`src/rtl/sc_fifo_9x128w_18x64r_pkg.sv`:
```
// Shared constants and payload types for the 9-to-18 bit upsizing FIFO.
package fifo_pkg;

  localparam int unsigned PushWidth     = 9;
  localparam int unsigned PopWidth      = 18;
  localparam int unsigned Depth         = 128;
  localparam int unsigned AddrWidth     = 7;
  localparam int unsigned CountWidth    = 8;
  // Count is evaluated one bit wider so push/pop arithmetic never wraps
  localparam int unsigned CountCalcWidth = CountWidth + 1;
  localparam int unsigned BankDepth     = Depth / 2;
  localparam int unsigned BankAddrWidth = AddrWidth - 1;
  // A pop needs one full output word's worth of push entries
  localparam int unsigned EmptyThresh   = PopWidth / PushWidth;

  typedef logic [PushWidth-1:0] push_word_t;

  // Popped word: earlier-pushed entry in the upper half
  typedef struct packed {
    push_word_t hi;
    push_word_t lo;
  } pop_word_t;

endpackage

```
`src/rtl/sc_fifo_9x128w_18x64r_regbank.sv`:
```
// 64x9 simple dual-port register bank: synchronous write, asynchronous read.
module sdp_regbank_64x9
  import fifo_pkg::*;
(
  input  logic                     clk_i,
  input  logic                     we_i,
  input  logic [BankAddrWidth-1:0] waddr_i,
  input  push_word_t               wdata_i,
  input  logic [BankAddrWidth-1:0] raddr_i,
  output push_word_t               rdata_o_c
);

  push_word_t mem_q [BankDepth];

  // Storage write; contents are never cleared, the pointers guard stale data
  always_ff @(posedge clk_i) begin
    if (we_i) begin
      mem_q[waddr_i] <= wdata_i;
    end
  end

  assign rdata_o_c = mem_q[raddr_i];

endmodule

```
`src/rtl/sc_fifo_9x128w_18x64r.sv`:
```
// Single-clock FIFO: 9-bit pushes reassembled into 18-bit pops, 128 entries deep.
module sc_fifo_9x128w_18x64r
  import fifo_pkg::*;
(
  input  logic                  iClock,
  input  logic                  iReset,
  input  logic [PushWidth-1:0]  iPushData,
  input  logic                  iPushEnable,
  output logic                  oIsFull,
  output logic [PopWidth-1:0]   oPopData,
  input  logic                  iPopEnable,
  output logic                  oIsEmpty,
  output logic [CountWidth-1:0] oDataCount
);

  logic [AddrWidth-1:0]      wptr_q, wptr_d;
  // Read pointer is always even, so only the pair index is kept
  logic [BankAddrWidth-1:0]  rpair_q, rpair_d;
  logic [CountWidth-1:0]     count_q;
  logic [CountCalcWidth-1:0] count_d;
  logic                      full_q, full_d;
  logic                      empty_q, empty_d;
  pop_word_t                 pop_data_q, pop_data_d;

  logic       push_ok_c, pop_ok_c;
  logic       we_even_c, we_odd_c;
  push_word_t even_rdata_c, odd_rdata_c;

  // Accept requests against the registered (pre-edge) flags
  always_comb begin
    push_ok_c = iPushEnable & ~full_q;
    pop_ok_c  = iPopEnable & ~empty_q;
    we_even_c = push_ok_c & ~wptr_q[0] & ~iReset;
    we_odd_c  = push_ok_c &  wptr_q[0] & ~iReset;
  end

  sdp_regbank_64x9 u_even_bank (
    .clk_i     (iClock),
    .we_i      (we_even_c),
    .waddr_i   (wptr_q[AddrWidth-1:1]),
    .wdata_i   (iPushData),
    .raddr_i   (rpair_q),
    .rdata_o_c (even_rdata_c)
  );

  sdp_regbank_64x9 u_odd_bank (
    .clk_i     (iClock),
    .we_i      (we_odd_c),
    .waddr_i   (wptr_q[AddrWidth-1:1]),
    .wdata_i   (iPushData),
    .raddr_i   (rpair_q),
    .rdata_o_c (odd_rdata_c)
  );

  // Next pointers, count, flags and output word
  always_comb begin
    wptr_d     = wptr_q;
    rpair_d    = rpair_q;
    pop_data_d = pop_data_q;
    count_d    = CountCalcWidth'(count_q);

    if (push_ok_c) begin
      wptr_d  = wptr_q + AddrWidth'(1);
      count_d = count_d + CountCalcWidth'(1);
    end
    if (pop_ok_c) begin
      rpair_d       = rpair_q + BankAddrWidth'(1);
      count_d       = count_d - CountCalcWidth'(EmptyThresh);
      pop_data_d.hi = even_rdata_c;
      pop_data_d.lo = odd_rdata_c;
    end

    full_d  = (count_d == CountCalcWidth'(Depth));
    empty_d = (count_d <  CountCalcWidth'(EmptyThresh));
  end

  // State and output registers with synchronous reset
  always_ff @(posedge iClock) begin
    if (iReset) begin
      wptr_q     <= '0;
      rpair_q    <= '0;
      count_q    <= '0;
      full_q     <= 1'b0;
      empty_q    <= 1'b1;
      pop_data_q <= '0;
    end else begin
      wptr_q     <= wptr_d;
      rpair_q    <= rpair_d;
      count_q    <= CountWidth'(count_d);
      full_q     <= full_d;
      empty_q    <= empty_d;
      pop_data_q <= pop_data_d;
    end
  end

  assign oIsFull    = full_q;
  assign oIsEmpty   = empty_q;
  assign oDataCount = count_q;
  assign oPopData   = pop_data_q;

endmodule

```
`config.mk`:
```
export PLATFORM = sky130hd
export DESIGN_NAME = sc_fifo_9x128w_18x64r
export DESIGN_NICKNAME = d
export VERILOG_FILES = /design/src/rtl/sc_fifo_9x128w_18x64r_pkg.sv /design/src/rtl/sc_fifo_9x128w_18x64r_regbank.sv /design/src/rtl/sc_fifo_9x128w_18x64r.sv
export SDC_FILE = /design/constraint.sdc
export NUM_CORES = 1
export LEC_CHECK = 0
export CORE_MARGIN = 4
export CORE_UTILIZATION = 35
export DETAILED_ROUTE_END_ITERATION = 16
export GPL_TIMING_DRIVEN = 0
export PLACE_DENSITY_LB_ADDON = 0.15
export SETUP_SLACK_MARGIN = 0.15
export SLEW_MARGIN = 10
export SYNTH_ARGS = -nofsm -noshare
export SYNTH_HDL_FRONTEND = slang
export SYNTH_SLANG_ARGS = --single-unit
export TNS_END_PERCENT = 100
```
`constraint.sdc`:
```
create_clock -name iClock -period 6.8 [get_ports iClock]
set_clock_uncertainty 0.2 [all_clocks]
set_input_delay 1.7 -clock iClock [delete_from_list [all_inputs] [get_ports iClock]]
set_output_delay 1.7 -clock iClock [all_outputs]
set_load 0.1 [all_outputs]
```
-- Yosys cells after proc, flatten, opt, wreduce, memory -nomap -nowiden
Memories as Yosys holds them, arrays and structs flattened. A register that Yosys moved wholly into a read port is not among the register bits.
Cells that the tools add are included.
- memories kept: 2
- flip-flop bits (word level): 23
- memory bits (writable): 1152
- output and inout port bits: 28
- memories (name ; words ; bits a word ; rd ports ; clocked after Yosys merged registers in ; write ports ; RTL line ; RTL):
    u_even_bank.mem_q ; 64 ; 9 ; 1 ; 1 ; 1 ; sc_fifo_9x128w_18x64r_regbank.sv:13 ; push_word_t mem_q [BankDepth];
    u_odd_bank.mem_q ; 64 ; 9 ; 1 ; 1 ; 1 ; sc_fifo_9x128w_18x64r_regbank.sv:13 ;
- bitwise logic cells: 10
- $lt $le $gt $ge: 1
- mux-type cells: 6
- equality and inequality tests: 1
- add/subtract/negate cells: 4
- operators by type and width (cell ; count):
    $mux 9 ; 2
    $add 8x1->9 const B ; 1
    $eq 9x8->1 const B ; 1
    $lt 9x2->1 const B ; 1
    $sub 9x2->9 const B ; 1
    $add 7x1->7 const B ; 1
    $add 6x1->6 const B ; 1
    $and 1x1->1 ; 6
    $mux 1 ; 4
    $not 1->1 ; 4

-- Logic depth before layout (Yosys ltp)
- depth after elaboration: 6
- depth in mapped cells: 11

-- Hierarchy
From an unflattened synthesis, not the netlist that was laid out.
- cells, all modules: 2263
- area total of the unflattened synthesis: 46808.6 µm²
- modules (own cells, without submodules) (module ; instances ; sequential area each (µm²) ; area each (µm²) ; cells each):
    sdp_regbank_64x9 ; 2 ; 17296.6 ; 22414.0 ; 1011
    sc_fifo_9x128w_18x64r ; 1 ; 820.8 ; 1980.6 ; 241

-- Worst setup path before layout
OpenSTA, ideal clock, no wires.
- path kind: input port to flip-flop
- from: input port iPushEnable
- to: register empty_q, in the netlist oIsEmpty
- path slack: 2940 ps
- data required time: 6484 ps
- arrival time: 3544 ps
- buffers on the path: 1
- stages: 10
- cells stage by stage: nor2b_1 buf_2 mux2i_1 ha_1 nand2_1 mux2i_1 o21ai_0 xnor2_1 and2_1 a31o_2
- cells in the longest elaborated chain, start to end: 5
- ends and longest elaborated chain (item ; RTL line ; RTL):
    start, declared ; sc_fifo_9x128w_18x64r.sv:8 ; input logic iPushEnable,
    $and 1x1->1 * ; sc_fifo_9x128w_18x64r.sv:31 ; push_ok_c = iPushEnable & ~full_q;
    $mux 9 * ; sc_fifo_9x128w_18x64r.sv:62 ; if (push_ok_c) begin
    $sub 9x2->9 ; sc_fifo_9x128w_18x64r.sv:68 ; count_d = count_d - CountCalcWidth'(EmptyThresh);
    $mux 9 * ; sc_fifo_9x128w_18x64r.sv:66 ; if (pop_ok_c) begin
    $lt 9x2->1 * ; sc_fifo_9x128w_18x64r.sv:74 ; empty_d = (count_d < CountCalcWidth'(EmptyThresh));
    end signal, assigned ; sc_fifo_9x128w_18x64r.sv:91 ; empty_q <= empty_d;
    end, declared ; sc_fifo_9x128w_18x64r.sv:22 ; logic empty_q, empty_d;
Every way passes the cells marked *; elsewhere a longest branch is shown, timed or not.
A chain may end at the register's enable or synchronous reset.

-- Worst setup path in the final report
- from: input port iReset
- to: memory u_even_bank.mem_q[28][3] (netlist name), enable pin
- cells in the longest elaborated chain, start to end: 4
- ends and longest elaborated chain (item ; RTL line ; RTL):
    start, declared ; sc_fifo_9x128w_18x64r.sv:6 ; input logic iReset,
    $not 1->1 ; sc_fifo_9x128w_18x64r.sv:33 ; we_even_c = push_ok_c & ~wptr_q[0] & ~iReset;
    $and 1x1->1 ; sc_fifo_9x128w_18x64r.sv:33 ;
    $mux 1 ; sc_fifo_9x128w_18x64r_regbank.sv:17 ; if (we_i) begin
    $mux 1 (implied by the code) ; sc_fifo_9x128w_18x64r_regbank.sv:18 ; mem_q[waddr_i] <= wdata_i;
    end, declared ; sc_fifo_9x128w_18x64r_regbank.sv:13 ;
No other way between the ends.

==> flow_summary_export.csv <==
group,metric,value,unit
outcome,status,"finished, final reports clean",
clock_network,cts_resized,0,
logic_synthesis,synth.top_cell.area_share,74.52,%
global_route,grt_pass1_wl,174900,µm
routing,firstDrtPassIters,6,
global_route,antenna_found_initial,1,
placement,gp_congestion,0.9856,
logic_synthesis,postSynth.asyncResetShare,0,%
timing,worst_slew_pin_slew,1347,ps
clock_network,cts_made_buffers,132,
floorplan,start_util,35.27,%
global_route,grt_max_degree,105,
clock_network,clockBufferDepth,3,
power_and_ir_drop,p_per_area,321.5,mW/mm²
routing,num_vias,22210,
global_route,grt_util_all_layers,18.01,%
routing,routed_wirelength,123100,µm
layout,fin_cells,4195,
clock_network,root_buffer,"clkbuf_16",
power_and_ir_drop,p_leak,15.90,nW
timing,maxSlewViolCount,0,
clock_network,path_clk_slew,60,ps
floorplan,dieArea,0.1385,mm²
layout,area_growth_syn_to_layout,15.09,%
setup_path,worstPathCellList,"clkdlybuf4s50_1 -> clkbuf_1 -> nor3_1 -> nand3_1 -> nor2_1",
setup_path,path_class,"input port to flop",
global_route,grt_pass1_vias,23250,
routing,route.detailed.drc,0,
floorplan,fp.coreArea,0.1316,mm²
logic_synthesis,avgSynthCellArea,21.56,µm²
placement,place_area,0.04926,mm²
routing,post_drt_via_cell_ratio,5.294,
setup_path,critPathLaunch,"iReset",
logic_synthesis,synth_area,0.04642,mm²
logic_synthesis,synth-main-ff-cell,"edfxtp_1",
logic_synthesis,syn_nets,2170,
floorplan,ioPinCount,41,
clock_network,cts_tree,"yes",
setup_path,cp_slowest_cell,"nor2_1",
routing,drtIter0Drc,2222,
setup_path,startpoint_type,"input port",
power_and_ir_drop,ir_drop,0.0002595,V
placement,port_buffers,40,
timing,setup_viol,0,
timing,finalCriticalPeriod,5595,ps
logic_synthesis,synthCells,2153,
logic_synthesis,synth-seq-cells,1193,
logic_synthesis,synth_area_leaders,"edfxtp_1 75%, mux4_2 16%, dfxtp_1 1.8%",
floorplan,die_h,372.2,µm
worst_hold_path,min_path_type,"flop to flop",
layout,final_common_cell,"edfxtp_1",
floorplan,die_x,372.2,µm
timing,period_share,82.28,%
flow_run,maxCapViolations,0,
worst_hold_path,hold_depth,2,
floorplan,num_rows,133,
layout,final_cell_mix,"1152 x edfxtp_1, 325 x mux4_2, 183 x nor2_1",
timing,finalHoldViolations,0,
setup_path,cp.arrival,5730,ps
clock_network,htreeDepth,4,
logic_synthesis,synth.distinct_cells,49,
placement,place_hpwl,81860,µm
setup_path,endpoint_kind,"flop",
layout,fin_nets,2353,
logic_synthesis,yosysSeqAreaShare,76.28,%
setup_path,critical_path_required,6940,ps
global_route,grt_overflow,0,
clock_network,cts_setup_buffers,0,
setup_path,reg2reg_from,"rpair_q[2]",
clock_network,hold_buffers,0,
timing,slew_headroom,9.977,%
placement,dp_cells,3957,
setup_path,cpPeakStageDelay,1110,ps
logic_synthesis,yosysWarnings,0,
timing,fmax,178.7,MHz
worst_hold_path,hp-start,"oPopData[13]",
layout,drive_gt1_share,25.39,%
layout,final_area,0.05343,mm²
setup_path,rr_worst_depth,8,
logic_synthesis,yosysTopAreaCell,"edfxtp_1",
logic_synthesis,synth-edff-count,1152,
routing,antenna_left,0,
setup_path,cp_max_fo,10,
routing,wl_per_cell,29.33,µm
timing,rsz0062_at_grt,"false",
clock_network,clock_latency,740,ps
clock_network,clock-sinks,1193,
-- per-layer routing --
layer | routed length (µm) | vias up | part of all wire, % | track usage, %
met3 | 6840 | 174 | 5.6 | 3.402
li1 | - | 9384 | - | -
met2 | 58900 | 673 | 48 | 28.74
met5 | 0 | - | 0 | 0
met1 | 54310 | 11980 | 44 | 25.31
met4 | 3001 | 0 | 2.4 | 5.213
-- flip-flops by register name, summed over array words and instances (netlist names) --
register	count
u_even_bank.mem_q	576
u_odd_bank.mem_q	576
oIsEmpty	1
wptr_q	7
oPopData	18
oIsFull	1
oDataCount	8
rpair_q	6
-- metrics by stage --
| step | hold WS, ps | setup TNS (ps) | util (%) | total power, mW | setup slack (ps) |
|---|---|---|---|---|---|
| after floorplan | 350.6 | 0 | - | 9.687 | 2940 |
| after global placement | 301.0 | -47370 | 37.24 | 10.50 | -187.6 |
| after detailed placement | 300.7 | 0 | 37.43 | 10.49 | 352.0 |
| after CTS | 308.8 | 0 | 40.58 | 17.37 | 1144 |
| after global routing | 344.5 | 0 | 40.59 | 17.77 | 1137 |
| final | 306.2 | 0 | 40.59 | 17.18 | 1205 |
-- cells in the mapped netlist (10+ instances only) --
| master | instances |
|---|---|
| edfxtp_1 | 1152 |
| a31oi_1 | 15 |
| a211oi_1 | 16 |
| a311oi_1 | 15 |
| a22oi_1 | 15 |
| nor2_1 | 184 |
| buf_2 | 57 |
| clkbuf_1 | 56 |
| mux2i_1 | 68 |
| nor3_1 | 24 |
| xnor2_1 | 12 |
| dfxtp_1 | 41 |
| mux4_2 | 325 |
| nor2b_1 | 20 |
| nand3_1 | 10 |
| nand2_1 | 23 |
| or3_1 | 14 |
-- layout make-up --
| class | count | area, µm² |
|---|---|---|
| clock buffer | 163 | 3536 |
| timing repair buffer | 49 | 640.6 |
| antenna | 2 | 5.005 |
| sequential | 1193 | 35410 |
| multi-input combinational | 824 | 10380 |
| tap | 1755 | 2196 |
| buffer | 129 | 611.8 |
| fill | 11510 | 78200 |
| inverter | 7 | 26.28 |
| clock inverter | 73 | 621.8 |
-- power breakdown --
group	internal, mW	switching (mW)	total, mW
clock	4.00	2.86	6.86
combinational	0.791	1.36	2.15
sequential	8.11	0.0539	8.16
total	12.9	4.27	17.2
-- critical path: cells and delay by family --
family / cells / cell delay (ps)
buffers and inverters: 2 / 1370
AND/OR/NAND/NOR: 3 / 2630
-- worst paths after layout --
check / to / slack (ps)
worst max-delay path: u_even_bank.mem_q[28][3] / 1210
worst min-delay path: oPopData[13] / 310
worst max register to register: oPopData[9] / 2130
worst min register to register: oPopData[13] / 310
-- cells by family (layout without fill, tap and decap cells) --
| kind of cell | Yosys count | after routing | share of synthesized area (%) |
|---|---|---|---|
| DFF | 1193 | 1193 | 76.28 |
| muxes | 401 | 401 | 17.43 |
| and+or+nand+nor | 306 | 306 | 2.994 |
| buffers and inverters | 136 | 421 | 1.366 |
| AOI/OAI and AO/OA | 92 | 92 | 1.423 |
| xor gates and xnor gates | 21 | 21 | 0.3962 |
| adders and majority gates | 4 | 4 | 0.1078 |
| other | 0 | 2 | 0 |
Power figures use the tool's default switching activity.
